## src/rtl/polyshift_seq_pkg.sv

```systemverilog
// Shared types and constants for the multi-cycle polyshift sequencer and its
// combinational datapath.
package polyshift_seq_pkg;

  typedef enum logic [1:0] {
    LOGIC = 2'd0,
    ARITH = 2'd1,
    RCR   = 2'd2,
    ROR   = 2'd3
  } shift_type_t;

  // Largest distance the datapath is asked to move in one sequencer cycle.
  localparam int POLYSHIFT_MAX_STEP = 7;

  typedef enum logic [1:0] {
    IDLE  = 2'd0,
    SHIFT = 2'd1,
    DONE  = 2'd2
  } state_t;

endpackage

```

## src/rtl/polyshift_seq_if.sv

```systemverilog
// Request/response bundle between a client (master) and polyshift_seq (slave).
interface polyshift_seq_if #(
  parameter int WORD_WIDTH = 16
);
  import polyshift_seq_pkg::*;

  localparam int SW = $clog2(WORD_WIDTH);

  logic                  req_valid_i;
  logic                  req_ready_o;
  logic [WORD_WIDTH-1:0] d_i;
  logic [WORD_WIDTH-2:0] c_i;
  logic [SW-1:0]         shift_size_i;
  shift_type_t           shift_type_i;
  logic                  rsp_valid_o;
  logic                  rsp_ready_i;
  logic [WORD_WIDTH-1:0] d_o;
  logic                  busy_o;

  modport master (
    output req_valid_i, d_i, c_i, shift_size_i, shift_type_i, rsp_ready_i,
    input  req_ready_o, rsp_valid_o, d_o, busy_o
  );

  modport slave (
    input  req_valid_i, d_i, c_i, shift_size_i, shift_type_i, rsp_ready_i,
    output req_ready_o, rsp_valid_o, d_o, busy_o
  );

endinterface

```

## src/rtl/polyshift_r.sv

```systemverilog
// Combinational single-pass shifter: logical, arithmetic, rotate, and
// rotate-through a (WORD_WIDTH-1)-bit carry word.
module polyshift_r
  import polyshift_seq_pkg::*;
#(
  parameter int WORD_WIDTH = 16,
  localparam int SW = $clog2(WORD_WIDTH)
) (
  input  shift_type_t           shift_type_i,
  input  logic [WORD_WIDTH-1:0] d_i,
  input  logic [WORD_WIDTH-2:0] c_i,
  input  logic [SW-1:0]         shift_size_i,
  output logic [WORD_WIDTH-1:0] d_o
);

  logic [2*WORD_WIDTH-1:0] rot_full;
  logic [2*WORD_WIDTH-2:0] rcr_full;

  // Rotations are plain right shifts of a doubled vector; the low word is kept.
  assign rot_full = {d_i, d_i} >> shift_size_i;
  assign rcr_full = {c_i, d_i} >> shift_size_i;

  always_comb begin
    d_o = d_i >> shift_size_i;
    case (shift_type_i)
      LOGIC:   d_o = d_i >> shift_size_i;
      ARITH:   d_o = $signed(d_i) >>> shift_size_i;
      RCR:     d_o = rcr_full[WORD_WIDTH-1:0];
      ROR:     d_o = rot_full[WORD_WIDTH-1:0];
      default: d_o = d_i >> shift_size_i;
    endcase
  end

endmodule

```

## src/rtl/polyshift_seq.sv

```systemverilog
// Multi-cycle shifter: splits a shift of up to WORD_WIDTH-1 positions into
// steps of at most POLYSHIFT_MAX_STEP through one polyshift_r instance.
module polyshift_seq
  import polyshift_seq_pkg::*;
#(
  parameter int WORD_WIDTH = 16
) (
  input  logic           clk_i,
  input  logic           rst_n_i,
  polyshift_seq_if.slave bus
);

  localparam int SW = $clog2(WORD_WIDTH);
  localparam logic [SW-1:0] MAX_STEP = SW'(POLYSHIFT_MAX_STEP);

  state_t                state_q, state_d;
  logic [WORD_WIDTH-1:0] d_q, d_d;
  logic [WORD_WIDTH-2:0] c_q, c_d;
  logic [SW-1:0]         rem_q, rem_d;
  shift_type_t           type_q, type_d;

  logic [SW-1:0]         step;
  logic [WORD_WIDTH-1:0] shift_res;

  polyshift_r #(
    .WORD_WIDTH (WORD_WIDTH)
  ) u_polyshift_r (
    .shift_type_i (type_q),
    .d_i          (d_q),
    .c_i          (c_q),
    .shift_size_i (step),
    .d_o          (shift_res)
  );

  always_comb begin
    state_d = state_q;
    d_d     = d_q;
    c_d     = c_q;
    rem_d   = rem_q;
    type_d  = type_q;
    step    = (rem_q > MAX_STEP) ? MAX_STEP : rem_q;

    case (state_q)
      IDLE: begin
        if (bus.req_valid_i) begin
          d_d     = bus.d_i;
          c_d     = bus.c_i;
          rem_d   = bus.shift_size_i;
          type_d  = bus.shift_type_i;
          state_d = SHIFT;
        end
      end
      SHIFT: begin
        d_d   = shift_res;
        rem_d = rem_q - step;
        // The carry word drains alongside D so the next step sees fresh bits.
        if (type_q == RCR) begin
          c_d = c_q >> step;
        end
        if (rem_q == step) begin
          state_d = DONE;
        end
      end
      DONE: begin
        if (bus.rsp_ready_i) begin
          state_d = IDLE;
        end
      end
      default: state_d = IDLE;
    endcase
  end

  always_ff @(posedge clk_i or negedge rst_n_i) begin
    if (!rst_n_i) begin
      state_q <= IDLE;
      d_q     <= '0;
      c_q     <= '0;
      rem_q   <= '0;
      type_q  <= LOGIC;
    end else begin
      state_q <= state_d;
      d_q     <= d_d;
      c_q     <= c_d;
      rem_q   <= rem_d;
      type_q  <= type_d;
    end
  end

  // Ready is gated by reset so nothing advertises acceptance while held in reset.
  assign bus.req_ready_o = (state_q == IDLE) && rst_n_i;
  assign bus.rsp_valid_o = (state_q == DONE);
  assign bus.busy_o      = (state_q != IDLE);
  assign bus.d_o         = d_q;

endmodule

```

## src/flat_wrapper.sv

```systemverilog
// flat-port wrapper written by rule: the top's interface ports become plain ports
module polyshift_seq_flat import polyshift_seq_pkg::*;
#(
  parameter int WORD_WIDTH = 16
)
  (clk_i, rst_n_i, bus_req_valid_i, bus_d_i, bus_c_i, bus_shift_size_i, bus_shift_type_i, bus_rsp_ready_i, bus_req_ready_o, bus_rsp_valid_o, bus_d_o, bus_busy_o);
  polyshift_seq_if #(.WORD_WIDTH(WORD_WIDTH)) bus_i ();
  input  logic clk_i;
  input  logic rst_n_i;
  input wire logic [$bits(bus_i.req_valid_i)-1:0] bus_req_valid_i;
  input wire logic [$bits(bus_i.d_i)-1:0] bus_d_i;
  input wire logic [$bits(bus_i.c_i)-1:0] bus_c_i;
  input wire logic [$bits(bus_i.shift_size_i)-1:0] bus_shift_size_i;
  input wire logic [$bits(bus_i.shift_type_i)-1:0] bus_shift_type_i;
  input wire logic [$bits(bus_i.rsp_ready_i)-1:0] bus_rsp_ready_i;
  output wire logic [$bits(bus_i.req_ready_o)-1:0] bus_req_ready_o;
  output wire logic [$bits(bus_i.rsp_valid_o)-1:0] bus_rsp_valid_o;
  output wire logic [$bits(bus_i.d_o)-1:0] bus_d_o;
  output wire logic [$bits(bus_i.busy_o)-1:0] bus_busy_o;
  assign bus_i.req_valid_i = bus_req_valid_i;
  assign bus_i.d_i = bus_d_i;
  assign bus_i.c_i = bus_c_i;
  assign bus_i.shift_size_i = bus_shift_size_i;
  assign bus_i.shift_type_i = bus_shift_type_i;
  assign bus_i.rsp_ready_i = bus_rsp_ready_i;
  assign bus_req_ready_o = bus_i.req_ready_o;
  assign bus_rsp_valid_o = bus_i.rsp_valid_o;
  assign bus_d_o = bus_i.d_o;
  assign bus_busy_o = bus_i.busy_o;
  polyshift_seq #(.WORD_WIDTH(WORD_WIDTH)) u_core (.clk_i(clk_i), .rst_n_i(rst_n_i), .bus(bus_i));
endmodule
```

## config.mk

```make
export PLATFORM = sky130hd
export DESIGN_NAME = polyshift_seq_flat
export DESIGN_NICKNAME = d
export VERILOG_FILES = /design/src/rtl/polyshift_seq_pkg.sv /design/src/rtl/polyshift_seq_if.sv /design/src/rtl/polyshift_r.sv /design/src/rtl/polyshift_seq.sv /design/src/flat_wrapper.sv
export SDC_FILE = /design/constraint.sdc
export NUM_CORES = 1
export LEC_CHECK = 0
export BUFFER_PORTS_ARGS = -buffer_cell sky130_fd_sc_hd__buf_2
export CORE_ASPECT_RATIO = 0.5
export CORE_MARGIN = 2
export CORE_UTILIZATION = 45
export DETAILED_ROUTE_END_ITERATION = 7
export PLACE_DENSITY = 0.75
export SLEW_MARGIN = 40
export SYNTH_ARGS = -nofsm -noshare
export SYNTH_HDL_FRONTEND = slang
export SYNTH_SLANG_ARGS = --single-unit
```

## constraint.sdc

```tcl
create_clock -name clk_i -period 3.59 [get_ports clk_i]
set_clock_uncertainty 0.1 [all_clocks]
set_input_delay 0 -clock clk_i [delete_from_list [all_inputs] [get_ports clk_i]]
set_output_delay 0 -clock clk_i [all_outputs]
set_load 0.005 [all_outputs]
```

==> results.py <==
metrics = {
    "detailed_routing": {
        "dr.pass1.iters": 6,
        "wl_met2_microns": 4972,
        "vias_per_cell": 6.378,
        "ant_nets": 0,
        "post_drt_wl_per_cell_microns": 18.97,
        "dr_total_vias": 3750,
        "met3_length_microns": 1099,
        "wirelength_microns": 11150,
        "met1_length_microns": 4912,
        "drc": 0,
        "dr.first_iter.drc_count": 584,
        "route.top_layer_used": "met4",
    },
    "clocking": {
        "insertion_delay_ps": 280,
        "clock-sinks": 39,
        "cts_tree": "built",
        "clk_pin_slew_worst_paths_ps": 50,
        "post_cts_resized": 0,
        "cts_made_buffers": 5,
        "cts_htree_levels": 2,
        "clock_path_buffers": 2,
        "root_buffer": "clkbuf_16",
    },
    "place": {
        "hpwlAfterDp_microns": 7437,
        "dpl.cell_count": 547,
        "gp_congestion": 0.9601,
        "port_buffers": 59,
    },
    "grt": {
        "antenna_found_initial": 0,
        "gr-total-overflow": 0,
        "grt_pass1_wl_microns": 18400,
        "grt_max_degree": 41,
        "grt_pass1_vias": 3578,
        "grtUsageTotal": 0.2775,
    },
    "synthesis": {
        "synth_top_family_by_area": "compound AO/OA/AOI/OAI gates",
        "synth_cell_type_count": 57,
        "dominantRegCellSynth": "dfrtp_1",
        "async_reset_ff_frac": 1.000,
        "syn_area_sq_um": 3422,
        "muxShareOfSynthArea": 0.1821,
        "synth_compound_area_frac": 0.2644,
        "synth_fa_ha_area_frac": 0,
        "yosysWarnings": 0,
        "synth_edf_count": 0,
        "avgSynthCellArea_sq_um": 8.090,
        "synth-xor-area-share": 0.002559,
        "ys_seq_area_frac": 0.2852,
        "synth-seq-cells": 39,
        "synth-simple-area-share": 0.1963,
        "syn_inst": 423,
        "synthesis.nets": 464,
    },
    "die": {
        "ios": 60,
        "die_w_microns": 127.3,
        "die_h_microns": 65.66,
        "die_area_sq_um": 8360,
        "coreArea_sq_um": 7350,
        "rows": 22,
        "initial_core_util": 0.4656,
    },
    "power_and_ir_drop": {
        "peakVddDrop_mv": 0.4763,
        "p_leak_nw": 1.801,
        "power_per_cell_area_nw_per_um2": 1069,
    },
    "worst_hold_path": {
        "hold_class": "in2reg",
    },
    "timing": {
        "relSlewSlack": 0.4210,
        "fin_setup_tns_ps": 0,
        "rsz0062_at_grt": "no",
        "finalMaxSlewViolations": 0,
        "max_freq_mhz": 404.4,
        "setup_viol": 0,
        "min_period_ps": 2473,
        "worstMarginPinSlew_ps": 861.8,
        "finalHoldViolations": 0,
        "timing.final.crit_share": 0.6887,
    },
    "setup_path": {
        "start_kind": "register",
        "arrival_ps": 2530,
        "crit_fanout": 22,
        "cp-end-kind": "register",
        "cp.required_ps": 3650,
        "worstSetupPathType": "reg2reg",
    },
    "layout": {
        "drive_gt1_frac": 0.1951,
        "diodes": 0,
        "area_growth_pct": 22.71,
        "fin_cells": 588,
        "nets": 534,
        "nFillCells": 671,
        "layout_common_cells": "71 x nand2_1, 58 x buf_2, 39 x dfrtp_1, 34 x dlygate4sd3_1, 33 x mux2i_1",
        "final_common_cell": "nand2_1",
    },
    "status": {
        "status": "finished, final reports clean",
    },
    "run": {
        "cap_violations": 0,
    },
}
worst max-delay path: stages, from the launching register on:
cell and delay, ps:
dfrtp_1 620, nor2_1 640, buf_4 290, a32oi_1 130, o2111ai_1 150, a31oi_1 60, o32a_1 360
final cells by class:
cell class,instances,area (sq um),area share
clock buffers,6,128.9,0.03069
inverters,9,33.78,0.008045
multi-input cells,333,2208,0.5259
flip-flops and latches,39,975.9,0.2324
well taps,96,120.1,0.02861
repair buffers,105,732.0,0.1743
report_power, final:
part	internal [mW]	leakage (nW)	switching [mW]
Combinational	1.26	1.28	1.65
Sequential	0.668	0.458	0.483
Clock	0.250	0.0628	0.167
logic make-up after synthesis:
kind of cell              count (synthesis)
DFF                                      39
AOI/OAI and AO/OA                       135
and+or+nand+nor                         149
muxes                                    48
xor gates and xnor gates                  1
buffers and inverters                    51
final timing paths:
path	from	endpoint	slack, ps	cells after the start
max	u_core.rem_q[3]	u_core.c_q[5]	1120	6
min	bus_d_i[13]	u_core.bus.d_o[13]	10	4
max reg2reg	u_core.rem_q[3]	u_core.c_q[5]	1120	6
min reg2reg	u_core.bus.d_o[0]	u_core.bus.d_o[0]	460	2
max in group asynchronous	rst_n_i	u_core.c_q[14]	2870	2
min in group asynchronous	rst_n_i	u_core.bus.d_o[15]	150	2
sequential cells by signal, indices dropped and copies added, names as in the netlist:
register,flops
u_core.bus.d_o,16
u_core.c_q,15
u_core.rem_q,4
u_core.state_q,2
u_core.type_q,2
Yosys cell counts, types with 6 or more instances:
cell type | instances | area [sq um]
nand2_1 | 71 | 266.5
dfrtp_1 | 39 | 975.9
mux2i_1 | 33 | 330.3
nor2_1 | 31 | 116.4
clkbuf_1 | 26 | 97.59
o21ai_0 | 24 | 120.1
a21oi_1 | 23 | 115.1
a31oi_1 | 19 | 118.9
o22ai_1 | 14 | 87.58
nand3_1 | 12 | 60.06
mux4_2 | 11 | 247.7
buf_2 | 9 | 45.04
inv_1 | 8 | 30.03
and3_1 | 7 | 43.79
nor2b_1 | 6 | 37.54
o2111ai_1 | 6 | 52.55
timing repair:
item	in CTS	in global routing
setup buffers	0	0
hold buffers	34	0
endpoints found under the hold margin	72	0
metal layers:
layer | track usage | up-vias
met5 | 0 | -
met4 | 0.07280 | 0
met3 | 0.04967 | 25
met2 | 0.4405 | 240
met1 | 0.3933 | 1773
li1 | - | 1712
through the flow:
stage | setup WS [ps] | instance area, sq um | utilization | hold WS [ps] | power (mW)
2_1_floorplan | 1643 | 3422 | - | -395.6 | 3.211
3_3_place_gp | 1263 | 3716 | 0.5056 | 90.72 | 3.875
3_5_place_dp | 1199 | 3719 | 0.5060 | -84.85 | 3.928
4_1_cts | 1182 | 4188 | 0.5698 | 9.163 | 4.395
5_1_grt | 984.5 | 4199 | 0.5713 | 53.54 | 4.813
6_report | 1117 | 4199 | 0.5713 | 10.07 | 4.488
Note: power is estimated with default switching activity, not from simulation.
